`config.mk`:
```
export PLATFORM = sky130hd
export DESIGN_NAME = instr_fetch_unit
export DESIGN_NICKNAME = d
export VERILOG_FILES = /design/src/rtl/instr_fetch_unit.sv
export SDC_FILE = /design/constraint.sdc
export NUM_CORES = 1
export LEC_CHECK = 0
export CELL_PAD_IN_SITES_DETAIL_PLACEMENT = 2
export CELL_PAD_IN_SITES_GLOBAL_PLACEMENT = 2
export CORE_MARGIN = 2
export CORE_UTILIZATION = 30
export CTS_BUF_LIST = sky130_fd_sc_hd__clkbuf_16
export CTS_CLUSTER_DIAMETER = 80
export DETAILED_ROUTE_END_ITERATION = 8
export PLACE_DENSITY = 0.92
export SLEW_MARGIN = 20
export SYNTH_ARGS = -nofsm -noshare
export SYNTH_HDL_FRONTEND = slang
export SYNTH_SLANG_ARGS = --single-unit
```
`constraint.sdc`:
```
create_clock -name clk -period 4.45 [get_ports clk]
set_input_delay 1.1125 -clock clk [delete_from_list [all_inputs] [get_ports clk]]
set_output_delay 1.1125 -clock clk [all_outputs]
set_load 0.05 [all_outputs]
```
`src/rtl/instr_fetch_unit.sv`:
```
// instr_fetch_unit: holds the PC for the Instruction Fetch stage. It issues
// one req/ack read at a time to instruction memory and writes the fetched word
// into the IF/ID register. A one-entry skid buffer catches a word that returns
// while IF/ID is full and stalled.
//
// Ports:
//   clk, rst        rising-edge clock, synchronous active-high reset
//   pc_cur          current PC, fed to the address generator
//   next_pc         next address chosen by the address generator
//   flush           branch taken: kill the in-flight/IF-ID word, redirect
//   stall           downstream cannot take a new IF/ID word this cycle
//   imem_req/addr   read request and word-aligned address
//   imem_ack/rdata  read data valid strobe and data
//   ifid_valid/instr/pc4  IF/ID register contents
//   align_err       one-cycle pulse when a misaligned next_pc was loaded
//   fetch_err       sticky memory-timeout flag, cleared only by rst
module instr_fetch_unit #(
    parameter logic [31:0] RESET_PC = 32'h0000_0000,
    parameter int          TIMEOUT  = 255
) (
    input  logic        clk,
    input  logic        rst,
    output logic [31:0] pc_cur,
    input  logic [31:0] next_pc,
    input  logic        flush,
    input  logic        stall,
    output logic        imem_req,
    output logic [31:0] imem_addr,
    input  logic        imem_ack,
    input  logic [31:0] imem_rdata,
    output logic        ifid_valid,
    output logic [31:0] ifid_instr,
    output logic [31:0] ifid_pc4,
    output logic        align_err,
    output logic        fetch_err
);

    localparam logic [15:0] TMO = 16'(TIMEOUT);

    // HOLD always means the skid buffer is full, so no separate skid flag.
    typedef enum logic [0:0] {ST_REQ = 1'b0, ST_HOLD = 1'b1} state_t;

    state_t      state_r, state_s;
    logic [31:0] pc_r, pc_s;
    logic        ifid_valid_r, ifid_valid_s;
    logic [31:0] ifid_instr_r, ifid_instr_s;
    logic [31:0] ifid_pc4_r, ifid_pc4_s;
    logic [31:0] skid_instr_r, skid_instr_s;
    logic [31:0] skid_pc4_r, skid_pc4_s;
    logic        redir_pend_r, redir_pend_s;
    logic [31:0] redir_pc_r, redir_pc_s;
    logic [15:0] tmo_cnt_r, tmo_cnt_s;
    logic        align_err_r, align_err_s;
    logic        fetch_err_r, fetch_err_s;
    logic        load_pc_s;
    logic [31:0] load_val_s;
    logic [31:0] pc_plus4_s;

    assign pc_plus4_s = pc_r + 32'd4;   // wraps modulo 2^32

    // Next-state and datapath selection for the fetch engine.
    always_comb begin
        state_s      = state_r;
        pc_s         = pc_r;
        ifid_valid_s = ifid_valid_r;
        ifid_instr_s = ifid_instr_r;
        ifid_pc4_s   = ifid_pc4_r;
        skid_instr_s = skid_instr_r;
        skid_pc4_s   = skid_pc4_r;
        redir_pend_s = redir_pend_r;
        redir_pc_s   = redir_pc_r;
        tmo_cnt_s    = tmo_cnt_r;
        align_err_s  = 1'b0;
        fetch_err_s  = fetch_err_r;
        load_pc_s    = 1'b0;
        load_val_s   = pc_r;

        case (state_r)
            ST_REQ: begin
                if (imem_ack) begin
                    tmo_cnt_s = 16'd0;
                    if (flush) begin
                        // Returning word belongs to the killed path.
                        ifid_valid_s = 1'b0;
                        redir_pend_s = 1'b0;
                        load_pc_s    = 1'b1;
                        load_val_s   = next_pc;
                    end else if (redir_pend_r) begin
                        // Word fetched before an earlier flush: drop it.
                        redir_pend_s = 1'b0;
                        load_pc_s    = 1'b1;
                        load_val_s   = redir_pc_r;
                        if (!stall) begin
                            ifid_valid_s = 1'b0;
                        end else begin
                            ifid_valid_s = ifid_valid_r;
                        end
                    end else if (!ifid_valid_r || !stall) begin
                        ifid_instr_s = imem_rdata;
                        ifid_pc4_s   = pc_plus4_s;
                        ifid_valid_s = 1'b1;
                        load_pc_s    = 1'b1;
                        load_val_s   = next_pc;
                    end else begin
                        skid_instr_s = imem_rdata;
                        skid_pc4_s   = pc_plus4_s;
                        load_pc_s    = 1'b1;
                        load_val_s   = next_pc;
                        state_s      = ST_HOLD;
                    end
                end else begin
                    // Saturating timeout counter; fetch_err sets on the
                    // cycle the count reaches TIMEOUT.
                    if (tmo_cnt_r < TMO) begin
                        tmo_cnt_s = tmo_cnt_r + 16'd1;
                        if (tmo_cnt_r + 16'd1 == TMO) begin
                            fetch_err_s = 1'b1;
                        end else begin
                            fetch_err_s = fetch_err_r;
                        end
                    end else begin
                        tmo_cnt_s   = tmo_cnt_r;
                        fetch_err_s = 1'b1;
                    end
                    if (flush) begin
                        // Address must stay put until the ack; remember target.
                        ifid_valid_s = 1'b0;
                        redir_pc_s   = next_pc;
                        redir_pend_s = 1'b1;
                    end else if (!stall) begin
                        ifid_valid_s = 1'b0;
                    end else begin
                        ifid_valid_s = ifid_valid_r;
                    end
                end
            end
            ST_HOLD: begin
                if (flush) begin
                    ifid_valid_s = 1'b0;
                    load_pc_s    = 1'b1;
                    load_val_s   = next_pc;
                    state_s      = ST_REQ;
                end else if (!stall) begin
                    ifid_instr_s = skid_instr_r;
                    ifid_pc4_s   = skid_pc4_r;
                    ifid_valid_s = 1'b1;
                    state_s      = ST_REQ;
                end else begin
                    state_s = ST_HOLD;
                end
            end
            default: begin
                state_s = ST_REQ;
            end
        endcase

        if (load_pc_s) begin
            pc_s        = {load_val_s[31:2], 2'b00};
            align_err_s = |load_val_s[1:0];
        end else begin
            pc_s = pc_r;
        end
    end

    // State and datapath registers with synchronous reset.
    always_ff @(posedge clk) begin
        if (rst) begin
            state_r      <= ST_REQ;
            pc_r         <= RESET_PC;
            ifid_valid_r <= 1'b0;
            ifid_instr_r <= 32'd0;
            ifid_pc4_r   <= 32'd0;
            skid_instr_r <= 32'd0;
            skid_pc4_r   <= 32'd0;
            redir_pend_r <= 1'b0;
            redir_pc_r   <= 32'd0;
            tmo_cnt_r    <= 16'd0;
            align_err_r  <= 1'b0;
            fetch_err_r  <= 1'b0;
        end else begin
            state_r      <= state_s;
            pc_r         <= pc_s;
            ifid_valid_r <= ifid_valid_s;
            ifid_instr_r <= ifid_instr_s;
            ifid_pc4_r   <= ifid_pc4_s;
            skid_instr_r <= skid_instr_s;
            skid_pc4_r   <= skid_pc4_s;
            redir_pend_r <= redir_pend_s;
            redir_pc_r   <= redir_pc_s;
            tmo_cnt_r    <= tmo_cnt_s;
            align_err_r  <= align_err_s;
            fetch_err_r  <= fetch_err_s;
        end
    end

    // The request is masked while rst is high so an abandoned access never
    // appears to be issued during the reset cycle.
    assign imem_req   = (state_r == ST_REQ) && !rst;
    assign imem_addr  = pc_r;
    assign pc_cur     = pc_r;
    assign ifid_valid = ifid_valid_r;
    assign ifid_instr = ifid_instr_r;
    assign ifid_pc4   = ifid_pc4_r;
    assign align_err  = align_err_r;
    assign fetch_err  = fetch_err_r;

endmodule

```
==> results of run 1 <==
## how the worst max path moves through the flow
stage / end / slack (ns)
floorplan: imem_req / 1.36
global placement: imem_req / 0.88
detailed placement: imem_req / 0.86
CTS: imem_req / 0.86
global route: imem_req / 0.86
finish: imem_req / 0.93
## cells in the mapped netlist, types with 2 or more instances
cell | n | share of area
a211oi_1 | 59 | 0.049
a21oi_1 | 89 | 0.049
a222oi_1 | 28 | 0.031
a311oi_1 | 3 | 0.0029
a31oi_1 | 14 | 0.0096
and2_1 | 8 | 0.0055
and3_1 | 9 | 0.0062
and4_1 | 8 | 0.0077
buf_1 | 6 | 0.0025
buf_2 | 7 | 0.0038
buf_4 | 37 | 0.030
clkbuf_1 | 67 | 0.028
dfxtp_1 | 207 | 0.45
ha_1 | 3 | 0.0041
inv_1 | 7 | 0.0029
mux2i_1 | 33 | 0.036
nand2_1 | 172 | 0.071
nand2b_1 | 4 | 0.0027
nand3_1 | 33 | 0.018
nand4_1 | 20 | 0.014
nor2_1 | 124 | 0.051
nor2b_1 | 6 | 0.0041
nor3_1 | 25 | 0.014
nor3b_1 | 6 | 0.0049
nor4_1 | 4 | 0.0027
nor4_4 | 2 | 0.0047
o211ai_1 | 14 | 0.012
o21ai_0 | 13 | 0.0071
o21ba_2 | 3 | 0.0033
o21bai_1 | 3 | 0.0025
or3_1 | 2 | 0.0014
or4_1 | 4 | 0.0033
xnor2_1 | 10 | 0.0096
xor2_1 | 18 | 0.017
## sequential cells by signal, summed over array words and instances (netlist names), 16 cells and up
register      count
ifid_pc4         30
skid_pc4_r       30
imem_addr        30
ifid_instr       32
skid_instr_r     32
redir_pc_r       32
tmo_cnt_r        16
## critical path: stages
cell and delay (ns):
buf_6 0.10, nor2_1 0.25, clkdlybuf4s50_1 0.94
## per-layer routing
| layer | share of wire | wire [microns] | vias up | global-route usage |
|---|---|---|---|---|
| li1 | - | - | 4072 | - |
| met2 | 0.50 | 16800 | 255 | 0.371 |
| met1 | 0.43 | 14400 | 4308 | 0.257 |
| met5 | 0 | 0 | - | 0 |
| met4 | 0.019 | 635 | 0 | 0.0498 |
| met3 | 0.055 | 1840 | 52 | 0.0373 |
## layout make-up
cell class / instances / area share
clock buffer: 25 / 0.0523
timing repair buffer: 208 / 0.176
sequential: 207 / 0.347
clock inverter: 17 / 0.0139
inverter: 9 / 0.00282
tap: 390 / 0.0408
multi-input combinational: 756 / 0.367
## power groups by stage
stage                     Sequential, mW  Combinational (mW)  Clock (mW)
after floorplan                     2.16               0.281           0
after global placement              2.02               0.654           0
after detailed placement            2.03               0.671           0
after CTS                           1.99               0.681        2.08
after global routing                2.00               0.717        2.16
final                               1.99               0.676        2.02
## cells by family (layout without fill, tap and decap cells)
family | count (synthesis) | count (layout)
multiplexers | 33 | 33
flip-flops | 207 | 207
buffers and inverters | 127 | 259
other | 1 | 6
XOR/XNOR | 28 | 28
adder cells (fa/ha/maj) | 3 | 3
AND/OR/NAND/NOR | 439 | 439
AO/OA/AOI/OAI | 247 | 247
## stage by stage
step / total power, mW / hold slack, ns / setup slack, ns / instance area [sq um] / instances
3_5_place_dp: 2.70 / 0.451 / 0.861 / 11200 / 1570
3_3_place_gp: 2.68 / 0.441 / 0.885 / 11200 / 1570
5_1_grt: 4.88 / 0.483 / 0.860 / 12000 / 1612
6_report: 4.69 / 0.455 / 0.928 / 12000 / 1612
4_1_cts: 4.75 / 0.459 / 0.861 / 12000 / 1612
2_1_floorplan: 2.44 / 0.436 / 1.36 / 9150 / 1090
==> summary.md, run 1 <==
| Metric | Value |
|---|---|
| Worst hold path class | `flip-flop to flip-flop` |
| Net total in the final layout | `1279` |
| Slack of the worst reg-to-reg path | `1.42 ns` |
| Layout cell share with drive strength beyond 1 | `0.0597` |
| DRC violations left | `0` |
| Setup TNS | `0 ns` |
| Power per cell area | `392 nW/um^2` |
| Startpoint of the worst-slack reg-to-reg timing path | `state_r` |
| Sequential element share of the synthesized area | `0.454` |
| Worst setup EP type | `output port` |
| Cell count of the worst reg-to-reg path | `7` |
| Minimum clock period after layout | `3.52 ns` |
| Starting density of the core | `0.306` |
| Register area | `4150 sq um` |
| First-pass GRT wire length | `53.1 mm` |
| Reg-to-reg endpoint | `ifid_pc4[26]` |
| Worst-margin pin slew | `0.900 ns` |
| Number of warnings reported in the yosys synthesis log | `0` |
| Post-synthesis compound-gate area fraction | `0.185` |
| Area fraction in and, or, nand and nor cells after synthesis | `0.224` |
| Synthesized area per cell | `8.41 sq um` |
| Clock-pin slew on the worst setup and hold paths | `0.06 ns` |
| Static leakage | `4.04 nW` |
| Launch point of the worst hold path | `skid_instr_r[19]` |
| Switching part of the total power | `0.288` |
| Synth-to-Final Area Change | `31.1%` |
| Number of placed I/O pins | `201` |
| Count of pins over their slew limit | `0` |
| Path type of the worst setup path | `primary input to output port` |
| Maximum vdd drop | `0.225 mV` |
| Hpwl dp | `22.1 mm` |
| Total of buffers placed on input and output ports | `194` |
| Placeable core area | `29800 sq um` |
| GP Congestion | `0.741` |
| Most used cells in the layout excluding fill and tap cells | `dfxtp_1 (206), clkdlybuf4s50_1 (193), nand2_1 (172)` |
| Root buffer selected by CTS | `clkbuf_16` |
| FMAX | `284 MHz` |
| DRT Wirelength | `33.7 mm` |
| Hold-critical path depth | `2` |
| RSZ-0062 raised after global routing | `no` |
| Setup violation total in the final timing report | `0` |
| Ratio of final minimum period to clock period | `0.791` |
| Worst-case clock buffer depth | `3` |
| Highest fanout seen on the critical path | `2` |
| Tot GR Track Use | `0.208` |
| Vias in the first global route | `9466` |
| Asr flop ratio synth | `0` |
| Most used flip-flop cell after synthesis | `dfxtp_1` |
| Leftover overflow at the end of global routing | `0` |
| TritonCTS clock tree | `yes` |
| Number of hold buffers added after cts | `0` |
| Data arrival at the endpoint of the critical path | `2.41 ns` |
| Combinational Power Share | `0.144` |
| Proportion of power drawn by flip-flops and latches | `0.425` |
| Post-cts repair resize count | `0` |
| Largest family of logic cells by synthesized area | `simple AND/OR/NAND/NOR gates` |
| Total die area | `31800 sq um` |
| Run status | `finished clean` |
| H-tree levels | `1` |
| Count of TritonRoute iterations in the first routing pass | `6` |
| Critical Path Start | `rst` |
| Number of vias after detailed routing | `8687` |
| Cell variety after synth | `71` |
| Post-route ant nets | `0` |
| Area of the multi-input gates | `4390 sq um` |
| Width of the die | `178 microns` |
| Most common cell after layout, fill and taps aside | `dfxtp_1` |
| Clock buffers created by TritonCTS | `25` |
| Share of the synthesized netlist area taken by xor and xnor gates | `0.0269` |
| Final hold violation count | `0` |
| Max-capacitance violation count | `0` |
| Setup skew after layout | `0.0131 ns` |
| Number of synthesized register bits | `207` |
| Internal power contribution | `3.34 mW` |
| Sort of element at the start of the critical path | `primary input` |
| Post-synthesis share of cell area spent on full adders, half adders and majority gates | `0.00411` |
| FILL cells | `3276` |
| Worst max-slew margin expressed relative to the limit | `0.400` |
| Clock network fraction of design power | `0.431` |
| Count of standard-cell rows | `63` |
| Initial antenna violation count | `0` |
| Required time at the worst-slack endpoint | `3.34 ns` |
| Largest net degree at the start of global routing | `200` |
| Routed length per placed instance | `20.9 microns` |
| Vias per std cell | `5.39` |
| EDFF count, synth | `0` |
| Number of buffers inserted to repair setup after CTS | `0` |
| Synth Instances | `1085` |
| Number of diodes added for antenna fixing | `0` |
| Drt initial violations | `543` |
| Endpoint with the worst hold slack | `skid_instr_r[19]` |
| Post-route core utilization | `0.402` |
| Net switching power figure | `1.35 mW` |
| Clock latency of the later-clocked register in the worst-skew pair | `0.52 ns` |
| Die Y | `178 microns` |
| Mux contribution to synthesized area | `0.0362` |
| Total clock sinks | `207` |
| Mapped Area | `9130 sq um` |
Power figures use the tool's default switching activity.
==> run 2: changes to the inputs <==
--- a/config.mk
+++ b/config.mk
@@ -8,11 +8,11 @@
 export CELL_PAD_IN_SITES_DETAIL_PLACEMENT = 2
 export CELL_PAD_IN_SITES_GLOBAL_PLACEMENT = 2
 export CORE_MARGIN = 2
-export CORE_UTILIZATION = 30
+export CORE_UTILIZATION = 27
 export CTS_BUF_LIST = sky130_fd_sc_hd__clkbuf_16
 export CTS_CLUSTER_DIAMETER = 80
 export DETAILED_ROUTE_END_ITERATION = 8
-export PLACE_DENSITY = 0.92
+export PLACE_DENSITY = 0.88
 export SLEW_MARGIN = 20
 export SYNTH_ARGS = -nofsm -noshare
 export SYNTH_HDL_FRONTEND = slang
==> constraint.sdc (replaced) <==
create_clock -name clk -period 3.19 [get_ports clk]
set_input_delay 0.7975 -clock clk [delete_from_list [all_inputs] [get_ports clk]]
set_output_delay 0.7975 -clock clk [all_outputs]
set_load 0.05 [all_outputs]
==> run 2 against run 1 <==
Clock power rose by 38%. Routed wire length fell by 0.91%. Largest power group is now registers. Critical endpoint is now pc_cur[23]. Clock skew rose by 0.0079 ns.
==> summary.md, run 2 (same netlist as run 1, synthesis figures left out) <==
| Metric | Value |
|---|---|
| FILL cells | `3716 (was 3276)` |
| GP Congestion | `0.752 (was 0.741)` |
| Static leakage | `4.12 nW (was 4.04 nW)` |
| Net total in the final layout | `1293 (was 1279)` |
| Leftover overflow at the end of global routing | `0 (unchanged)` |
| Post-route ant nets | `0 (unchanged)` |
| Sort of element at the start of the critical path | `flip-flop (was primary input)` |
| Routed length per placed instance | `19.9 microns (was 20.9 microns)` |
| Stage delay of the slowest cell on the critical path | `0.90 ns (was 0.94 ns)` |
| Root buffer selected by CTS | `clkbuf_16 (unchanged)` |
| Area of the multi-input gates | `4400 sq um (was 4390 sq um)` |
| Minimum clock period after layout | `2.84 ns` |
| Number of hold buffers added after cts | `0 (unchanged)` |
| Sequence of cells on the critical path | `clkdlybuf4s50_1 (was buf_6 > nor2_1 > clkdlybuf4s50_1)` |
| Highest fanout seen on the critical path | `9 (was 2)` |
| Tot GR Track Use | `0.187 (was 0.208)` |
| RSZ-0062 raised after global routing | `no (unchanged)` |
| DRC violations left | `0 (unchanged)` |
| Path type of the worst setup path | `flip-flop to output port (was primary input to output port)` |
| Drt initial violations | `353 (was 543)` |
| Switching part of the total power | `0.283 (was 0.288)` |
| Count of standard-cell rows | `67 (was 63)` |
| H-tree levels | `1 (unchanged)` |
| Number of buffers inserted to repair setup after CTS | `0 (unchanged)` |
| Count of TritonRoute iterations in the first routing pass | `8 (was 6)` |
| Max stage delay cell, worst path | `clkdlybuf4s50_1 (unchanged)` |
| Clock buffers created by TritonCTS | `26 (was 25)` |
| Maximum vdd drop | `0.336 mV (was 0.225 mV)` |
| Hpwl dp | `22.8 mm (was 22.1 mm)` |
| Data arrival at the endpoint of the critical path | `2.04 ns (was 2.41 ns)` |
| Gate family responsible for the most delay along the worst path | `buffers and inverters (unchanged)` |
| Run status | `finished clean (unchanged)` |
| Initial antenna violation count | `0 (unchanged)` |
| Total die area | `35300 sq um (was 31800 sq um)` |
| Layout cell share with drive strength beyond 1 | `0.0681 (was 0.0597)` |
| DRT Wirelength | `33.4 mm (was 33.7 mm)` |
| Net switching power figure | `1.85 mW (was 1.35 mW)` |
| Power per cell area | `536 nW/um^2 (was 392 nW/um^2)` |
| TritonCTS clock tree | `yes (unchanged)` |
| Final hold violation count | `0 (unchanged)` |
| Worst-case clock buffer depth | `3 (unchanged)` |
| Setup violation total in the final timing report | `0 (unchanged)` |
| Post-cts repair resize count | `0 (unchanged)` |
| First-pass GRT wire length | `53.6 mm (was 53.1 mm)` |
| Register area | `4150 sq um (unchanged)` |
| Number of placed I/O pins | `201 (unchanged)` |
| Count of pins over their slew limit | `0 (unchanged)` |
| Combinational Power Share | `0.147 (was 0.144)` |
| Clock latency of the later-clocked register in the worst-skew pair | `0.53 ns (was 0.52 ns)` |
| Width of the die | `188 microns (was 178 microns)` |
| Setup TNS | `0 ns (unchanged)` |
| Vias per std cell | `5.19 (was 5.39)` |
| Starting density of the core | `0.273 (was 0.306)` |
| Number of vias after detailed routing | `8722 (was 8687)` |
| Synth-to-Final Area Change | `33.2% (was 31.1%)` |
| Most common cell after layout, fill and taps aside | `dfxtp_1 (unchanged)` |
| Ratio of final minimum period to clock period | `0.889` |
| Total of buffers placed on input and output ports | `194 (unchanged)` |
| Max-capacitance violation count | `0 (unchanged)` |
| Most used cells in the layout excluding fill and tap cells | `dfxtp_1 (206), clkdlybuf4s50_1 (192), nand2_1 (172) (was dfxtp_1 (206), clkdlybuf4s50_1 (193), nand2_1 (172))` |
| Worst-margin pin slew | `0.923 ns (was 0.900 ns)` |
| Placeable core area | `33400 sq um (was 29800 sq um)` |
| Worst setup EP type | `output port (unchanged)` |
| Vias in the first global route | `9619 (was 9466)` |
| Number of diodes added for antenna fixing | `0 (unchanged)` |
| Proportion of power drawn by flip-flops and latches | `0.426 (was 0.425)` |
| FMAX | `353 MHz` |
| Post-Place Cell Area | `11400 sq um (was 11200 sq um)` |
| Required time at the worst-slack endpoint | `2.39 ns (was 3.34 ns)` |
| Die Y | `188 microns (was 178 microns)` |
| Clock-pin slew on the worst setup and hold paths | `0.06 ns (about the same)` |
| Internal power contribution | `4.67 mW (was 3.34 mW)` |
| Largest net degree at the start of global routing | `78 (was 200)` |
| Worst hold path class | `flip-flop to flip-flop (unchanged)` |
| Setup skew after layout | `0.0210 ns (was 0.0131 ns)` |
| Worst max-slew margin expressed relative to the limit | `0.385 (was 0.400)` |
| Buffers & Inverters on Critical Path | `1 (was 2)` |
| Post-layout instance area | `12200 sq um (was 12000 sq um)` |
| Total clock sinks | `207 (unchanged)` |
| Clock network fraction of design power | `0.427 (was 0.431)` |
## run 2: cell count changes in the layout (fill, tap and decap cells not counted), moves of 2 or more
cell,change
clkinv_2,-2
inv_1,+2
buf_12,+2
clkbuf_16,+2
buf_4,+12
## run 2: stage by stage
step	util	instances	hold WS, ns	total power, mW	setup WS, ns
after global routing	0.364	1682	0.469	6.78	0.298
after global placement	0.340	1641	0.441	3.75	0.195
after detailed placement	0.340	1641	0.449	3.79	0.319
after CTS	0.364	1682	0.454	6.62	0.333
final	0.364	1682	0.458	6.52	0.354
after floorplan	-	1090	0.436	3.41	0.735
## run 2: cell type report
cell class / instances / area share
Timing Repair Buffer: 221 / 0.183
Multi-Input combinational cell: 756 / 0.362
Tap cell: 448 / 0.0461
Clock inverter: 14 / 0.00936
Sequential cell: 207 / 0.341
Clock buffer: 27 / 0.0556
Inverter: 9 / 0.00278
## run 2: power groups by stage
stage	sequential, mW	clock [mW]	combinational [mW]
final	2.78	2.78	0.955
after global routing	2.79	2.97	1.02
after CTS	2.78	2.87	0.965
after detailed placement	2.84	0	0.953
after global placement	2.82	0	0.927
after floorplan	3.01	0	0.392
## run 2: worst paths after layout
path | start | to | slack [ns] | cells past startpoint
worst max register to register | imem_addr[2] | ifid_pc4[26] | 0.74 | 6
worst min register to register | ifid_pc4[13] | ifid_pc4[13] | 0.46 | 2
worst max-delay path | imem_addr[23] | pc_cur[23] | 0.35 | 1
worst min-delay path | ifid_pc4[13] | ifid_pc4[13] | 0.46 | 2
## run 2: routing by layer
layer  vias to the layer above  part of all wire  global-route usage
met2                       237              0.50               0.339
li1                       4107                 -                   -
met5                         -                 0                   0
met1                      4332              0.43               0.228
met4                         0             0.020              0.0475
met3                        46             0.051              0.0329
## run 2: worst min-delay path, stage by stage, from the launching register on
cell	delay, ns
dfxtp_1	0.31
nand2_1	0.05
a21oi_1	0.05
